### src/rtl/calc_sequencer.sv
// ============================================================================
// calc_sequencer : key-driven front end for the signed 32-bit calculate datapath
// Revision 1.0 - initial release
// ============================================================================
`default_nettype none

module calc_sequencer #(
   parameter int DIGITS_MAX  = 9,
   parameter int EXEC_CYCLES = 2
) (
   input  logic               sw_clk,
   input  logic               rst,
   input  logic               key_valid,
   input  logic [4:0]         key_code,
   output logic               key_ready,
   output logic signed [31:0] operand1,
   output logic signed [31:0] operand2,
   output logic [2:0]         operator,
   output logic               calc_start,
   input  logic signed [31:0] calc_result,
   output logic signed [31:0] display_value,
   output logic               err,
   output logic               busy,
   output logic [2:0]         state_out
);

   localparam int CW = $clog2(DIGITS_MAX + 1);
   localparam int EW = $clog2(EXEC_CYCLES + 1);
   localparam logic [CW-1:0] C_DMAX  = CW'(DIGITS_MAX);
   localparam logic [EW-1:0] C_ELAST = EW'(EXEC_CYCLES);

   typedef enum logic [2:0] {
      S_OP1  = 3'd0,
      S_OP2  = 3'd1,
      S_EXEC = 3'd2,
      S_DONE = 3'd3,
      S_ERR  = 3'd4
   } state_t;

   state_t             state, state_n;
   logic signed [31:0] op1_n, op2_n;
   logic [2:0]         opr_n, pend_op, pend_op_n;
   logic               pend, pend_n;
   logic [31:0]        mag, mag_n;
   logic               sign, sign_n;
   logic [CW-1:0]      cnt, cnt_n;
   logic [EW-1:0]      ecnt, ecnt_n;

   logic               accept, is_digit, is_op, is_eq, is_clr, is_neg, can_add, div_zero;
   logic [2:0]         key_op;
   logic [31:0]        digit_mag;
   logic signed [31:0] digit_val;

   assign key_ready = (state != S_EXEC);
   assign busy      = (state == S_EXEC);
   assign err       = (state == S_ERR);
   assign state_out = state;

   assign accept    = key_valid && key_ready;
   assign is_digit  = (key_code <= 5'd9);
   assign is_op     = (key_code >= 5'd10) && (key_code <= 5'd14);
   assign is_eq     = (key_code == 5'd15);
   assign is_clr    = (key_code == 5'd16);
   assign is_neg    = (key_code == 5'd17);
   // Op keys 10..14 have low bits 2..6, so subtracting 2 yields the op code.
   assign key_op    = key_code[2:0] - 3'd2;
   assign can_add   = (cnt < C_DMAX);
   assign digit_mag = mag * 32'd10 + {27'd0, key_code};
   assign digit_val = sign ? -$signed(digit_mag) : $signed(digit_mag);
   assign div_zero  = ((operator == 3'd3) || (operator == 3'd4)) && (operand2 == 32'sd0);

   always_comb begin
      state_n    = state;
      op1_n      = operand1;
      op2_n      = operand2;
      opr_n      = operator;
      pend_n     = pend;
      pend_op_n  = pend_op;
      mag_n      = mag;
      sign_n     = sign;
      cnt_n      = cnt;
      ecnt_n     = '0;
      calc_start = 1'b0;

      if (accept && is_clr) begin
         state_n   = S_OP1;
         op1_n     = '0;
         op2_n     = '0;
         opr_n     = '0;
         pend_n    = 1'b0;
         pend_op_n = '0;
         mag_n     = '0;
         sign_n    = 1'b0;
         cnt_n     = '0;
      end else begin
         case (state)
            S_OP1: if (accept) begin
               if (is_digit) begin
                  if (can_add) begin
                     mag_n = digit_mag;
                     cnt_n = cnt + CW'(1);
                     op1_n = digit_val;
                  end
               end else if (is_neg) begin
                  sign_n = ~sign;
                  op1_n  = -operand1;
               end else if (is_op) begin
                  opr_n   = key_op;
                  op2_n   = '0;
                  mag_n   = '0;
                  sign_n  = 1'b0;
                  cnt_n   = '0;
                  state_n = S_OP2;
               end
            end
            S_OP2: if (accept) begin
               if (is_digit) begin
                  if (can_add) begin
                     mag_n = digit_mag;
                     cnt_n = cnt + CW'(1);
                     op2_n = digit_val;
                  end
               end else if (is_neg) begin
                  sign_n = ~sign;
                  op2_n  = -operand2;
               end else if (is_op) begin
                  if (cnt == '0) begin
                     opr_n = key_op;
                  end else begin
                     pend_n    = 1'b1;
                     pend_op_n = key_op;
                     state_n   = S_EXEC;
                  end
               end else if (is_eq && (cnt != '0)) begin
                  pend_n  = 1'b0;
                  state_n = S_EXEC;
               end
            end
            S_EXEC: begin
               if ((ecnt == '0) && div_zero) begin
                  state_n = S_ERR;
               end else begin
                  calc_start = (ecnt == '0);
                  if (ecnt == C_ELAST) begin
                     op1_n = calc_result;
                     if (pend) begin
                        opr_n   = pend_op;
                        pend_n  = 1'b0;
                        op2_n   = '0;
                        mag_n   = '0;
                        sign_n  = 1'b0;
                        cnt_n   = '0;
                        state_n = S_OP2;
                     end else begin
                        state_n = S_DONE;
                     end
                  end else begin
                     ecnt_n = ecnt + EW'(1);
                  end
               end
            end
            S_DONE: if (accept) begin
               if (is_digit) begin
                  mag_n   = {27'd0, key_code};
                  sign_n  = 1'b0;
                  cnt_n   = CW'(1);
                  op1_n   = {27'd0, key_code};
                  state_n = S_OP1;
               end else if (is_op) begin
                  opr_n   = key_op;
                  op2_n   = '0;
                  mag_n   = '0;
                  sign_n  = 1'b0;
                  cnt_n   = '0;
                  state_n = S_OP2;
               end
            end
            default: ;
         endcase
      end
   end

   always_ff @(posedge sw_clk or negedge rst) begin
      if (!rst) begin
         state    <= S_OP1;
         operand1 <= '0;
         operand2 <= '0;
         operator <= '0;
         pend     <= 1'b0;
         pend_op  <= '0;
         mag      <= '0;
         sign     <= 1'b0;
         cnt      <= '0;
         ecnt     <= '0;
      end else begin
         state    <= state_n;
         operand1 <= op1_n;
         operand2 <= op2_n;
         operator <= opr_n;
         pend     <= pend_n;
         pend_op  <= pend_op_n;
         mag      <= mag_n;
         sign     <= sign_n;
         cnt      <= cnt_n;
         ecnt     <= ecnt_n;
      end
   end

   // The operand under entry is shown while typing; S_EXEC keeps the last entered value.
   always_comb begin
      display_value = '0;
      case (state)
         S_OP1:   display_value = operand1;
         S_OP2:   display_value = (cnt != '0) ? operand2 : operand1;
         S_EXEC:  display_value = operand2;
         S_DONE:  display_value = operand1;
         default: display_value = '0;
      endcase
   end

endmodule

`default_nettype wire

### config.mk
export PLATFORM = sky130hd
export DESIGN_NAME = calc_sequencer
export DESIGN_NICKNAME = d
export VERILOG_FILES = /design/src/rtl/calc_sequencer.sv
export SDC_FILE = /design/constraint.sdc
export NUM_CORES = 1
export LEC_CHECK = 0
export ABC_AREA = 1
export CORE_ASPECT_RATIO = 0.6
export CORE_MARGIN = 3
export CORE_UTILIZATION = 50
export DETAILED_ROUTE_END_ITERATION = 8
export GPL_TIMING_DRIVEN = 0
export PLACE_DENSITY = 0.79
export SETUP_SLACK_MARGIN = 0.02
export SLEW_MARGIN = 10
export SYNTH_ARGS = -nofsm -noshare
export SYNTH_HDL_FRONTEND = slang
export SYNTH_SLANG_ARGS = --single-unit
### constraint.sdc
create_clock -name sw_clk -period 4.1 [get_ports sw_clk]
set_input_delay 0.41 -clock sw_clk [delete_from_list [all_inputs] [get_ports sw_clk]]
set_output_delay 0.41 -clock sw_clk [all_outputs]
set_load 0.05 [all_outputs]
==> metrics.md <==
| Metric | Value |
|---|---|
| Slew at the pin with the worst max-slew slack | `901.4 ps` |
| Mapped cell area | `0.01200 mm^2` |
| Final standard cell count with taps included and fillers excluded | `2460` |
| Share of the core filled with cells | `0.6376` |
| Total global routing track utilization | `0.3261` |
| Cell area after placement | `0.01387 mm^2` |
| Placed insts | `2420` |
| VDD IR max | `around 0.57 mV` |
| Fraction of power spent switching nets | `0.6061` |
| Worst setup path class | `input pin to flop` |
| Combinational share of power | `0.765` |
| Crit-path cells | `clkdlybuf4s50_1 > inv_1 > nor4_1 > nand2_1 > inv_2 > buf_2 > o211ai_1 > nor2_1 > inv_2 > nor2_2 > clkbuf_1 > nand3_1 > o21ai_0` |
| Peak per-stage delay on the critical path | `between 600 and 700 ps` |
| Critical Path Sink Type | `flop` |
| Yosys cell types | `55` |
| Total power density per cell area | `949.3 mW/mm^2` |
| Total number of placement rows | `43` |
| Leakage power | `7.187 nW` |
| Leading cell types in the layout, fill and taps excluded | `nand2_1, inv_1, o21ai_0` |
| Proportion of synthesized chip area in sequential cells | `0.2336` |
| Horizontal extent of the die | `roughly 210 um` |
| DR vias/cell | `5.837` |
| R2r worst-path depth | `23` |
| Global-route wire length before repair | `67840 um` |
| Setup skew after layout | `6.808 ps` |
| Number of routed nets with antenna violations | `0` |
| Most common cell after layout, fill and taps aside | `nand2_1` |
| Internal power | `roughly 5.6 mW` |
| Overall Power | `14.13 mW` |
| Max transition margin | `0.3991` |
| Post-Route Hold Slack | `483.1 ps` |
| WL/cell | `between 15 and 20 um` |
| Final design area excluding fillers | `0.01489 mm^2` |
| Final sum of negative setup slack | `0 ps` |
| Die height | `126 um` |
| Pre-antenna DRT Iters | `7` |
| Slack of the critical path | `113.0 ps` |
| Number of inserted diodes | `0` |
| Starting utilization of the core area | `0.5139` |
| Path class of the lowest-slack min-delay path | `input pin to asynchronous set/reset pin` |
| Worst path top cell family by delay | `buffers and inverters` |
| Mean Syn Cell Area | `6.126 um^2` |
| TritonCTS buffer count | `9` |
| Flops & latches, synth | `112` |
| Total clock sinks | `roughly 110` |
| Count of unresolved DRC violations after routing | `0` |
| Final-stage net count | `2248` |
| RSZ-0062 raised after global routing | `yes` |
| Largest net degree at the start of global routing | `84` |
| Cell chosen for the clock root | `clkbuf_16` |
| Ports placed on the boundary | `approximately 150` |
| Fraction of registers with async set/reset | `1.000` |
| Critical Path Most Common Cell | `inv_2` |
| Clock network fraction of total power | `0.076` |
| Final setup vio count | `0` |
| Critical Path Stages | `13` |
| Max clock buf depth | `2` |
| Startpoint type of the worst setup path | `input pin` |
| Crit-path slowest cell | `clkdlybuf4s50_1` |
| Tmin final | `3987 ps` |
| Number of buffers and inverters on the critical path | `6` |
| Hold Fails Final Rpt | `0` |
| Worst slack at placement | `-171.4 ps` |
| Number of slew-limit violations in the final report | `0` |
| Number of DRC markers after the initial detailed-route iteration | `1717` |
| Total number of yosys warnings | `0` |
| Count of flip-flops with a built-in enable after synthesis | `0` |
| Number of antenna violations at the first check in global routing | `0` |
| H-Tree Level Count | `3` |
| Total congestion overflow after global routing | `0` |
| Data arrival, critical path | `4280 ps` |
| Biggest fanout along the worst timing path | `10` |
| Total number of vias | `approximately 14000` |
| Synth Net Count | `about 2100` |
| CTS tree | `yes` |
| Number of max-capacitance violations reported | `0` |
| Count of mapped cells out of synthesis | `a little under 2000` |
| Outcome | `finished, final reports clean` |
| Area of the die | `0.02596 mm^2` |
| Latest clock arrival within the worst-skew pair | `about 370 ps` |
| CTS clk-pin slew, worst paths | `about 80 ps` |
| Ratio of final minimum period to clock period | `0.9724` |
| Number of global-route vias before repair | `approximately 13000` |
| Proportion of power drawn by flip-flops and latches | `0.159` |
| Area growth from synthesis to layout | `24.05%` |
| Share of layout cells above drive strength 1 | `0.1189` |
| Count of buffers from port buffering | `145` |
| Prevailing post-synth register cell | `dfrtp_1` |
| Core outline area | `around 0.023 mm^2` |
| Gp weighted congestion | `0.9837` |
| Fmax | `0.2508 GHz` |
| Switching power | `~8.6 mW` |
| Worst Path Required | `approximately 4400 ps` |
| Post-detailed-placement half-perimeter wirelength | `34630 um` |
| Total detailed-routing wirelength | `about 44000 um` |
-- per-layer routing --
metal	track usage	vias up	routed length (um)	part of all wire
li1	-	6796	-	-
met1	0.4888	6685	19520	0.45
met2	0.4735	807	18550	0.42
met3	0.08112	70	5013	0.11
met4	0.06938	0	761	0.017
met5	0	-	0	0
-- cells by family after synthesis --
kind of cell               synth area share
AOI/OAI and AO/OA                    0.1758
DFF                                  0.2336
buffers and inverters                0.1081
xor gates and xnor gates            0.02607
adders and majority gates           0.07215
and+or+nand+nor                      0.3834
muxes                             0.0009383
-- power groups by stage --
stage,Combinational (mW),Clock (mW),Sequential [mW]
6_report,10.8,1.08,2.25
4_1_cts,10.2,1.08,2.22
2_1_floorplan,6.10,0,3.21
5_1_grt,11.7,1.13,2.30
3_5_place_dp,10.0,0,2.24
3_3_place_gp,9.78,0,2.22
-- final timing paths --
check,startpoint,to,slack (ps)
max in group asynchronous,rst,state_out[1],2850
max,key_code[4],operand1[2],110
min reg2reg,cnt[2],cnt[2],500
min,rst,mag[26],480
min in group sw_clk,cnt[2],cnt[2],500
max reg2reg,mag[3],operand1[21],150
-- cell type report --
class,instances,area [um^2]
inverter,291,1092
sequential,112,2803
tap,315,394.1
buffer,50,205.2
fill,2181,8463
timing repair buffer,170,1684
clock inverter,7,127.6
clock buffer,9,225.2
multi-input combinational,1506,8356
-- synth_stat cells (9+ instances only) --
master / count / area [um^2]
a21oi_1: 112 / 560.5
clkbuf_1: 36 / 135.1
dfrtp_1: 112 / 2803
ha_1: 66 / 825.8
inv_1: 257 / 964.7
inv_2: 28 / 105.1
nand2_1: 559 / 2098
nand2_2: 32 / 200.2
nand3_1: 144 / 720.7
nand3_2: 13 / 130.1
nand4_1: 28 / 175.2
nor2_1: 157 / 589.3
nor2_2: 28 / 175.2
nor3_1: 26 / 130.1
nor4_1: 9 / 56.30
o211ai_1: 18 / 135.1
o21ai_0: 145 / 725.7
o21ai_1: 11 / 55.05
o22ai_1: 57 / 356.6
xor2_1: 22 / 192.7
-- repair_timing --
| item | in CTS | in global routing |
|---|---|---|
| endpoints found under the hold margin | 29 | 0 |
| setup buffers | 4 | 19 |
| hold buffers | 1 | 0 |
| cloned | 0 | 0 |
| resized for setup | 10 | 102 |
| endpoints found under the setup margin | 23 | 47 |
| pin swaps | 2 | 36 |
-- registers in the layout, indices dropped and copies added, names as in the netlist --
| register | cells |
|---|---|
| operand2 | 32 |
| cnt | 4 |
| pend_op | 3 |
| sign | 1 |
| ecnt | 2 |
| operand1 | 32 |
| pend | 1 |
| operator | 3 |
| mag | 31 |
| state_out | 3 |
Power figures use the tool's default switching activity.
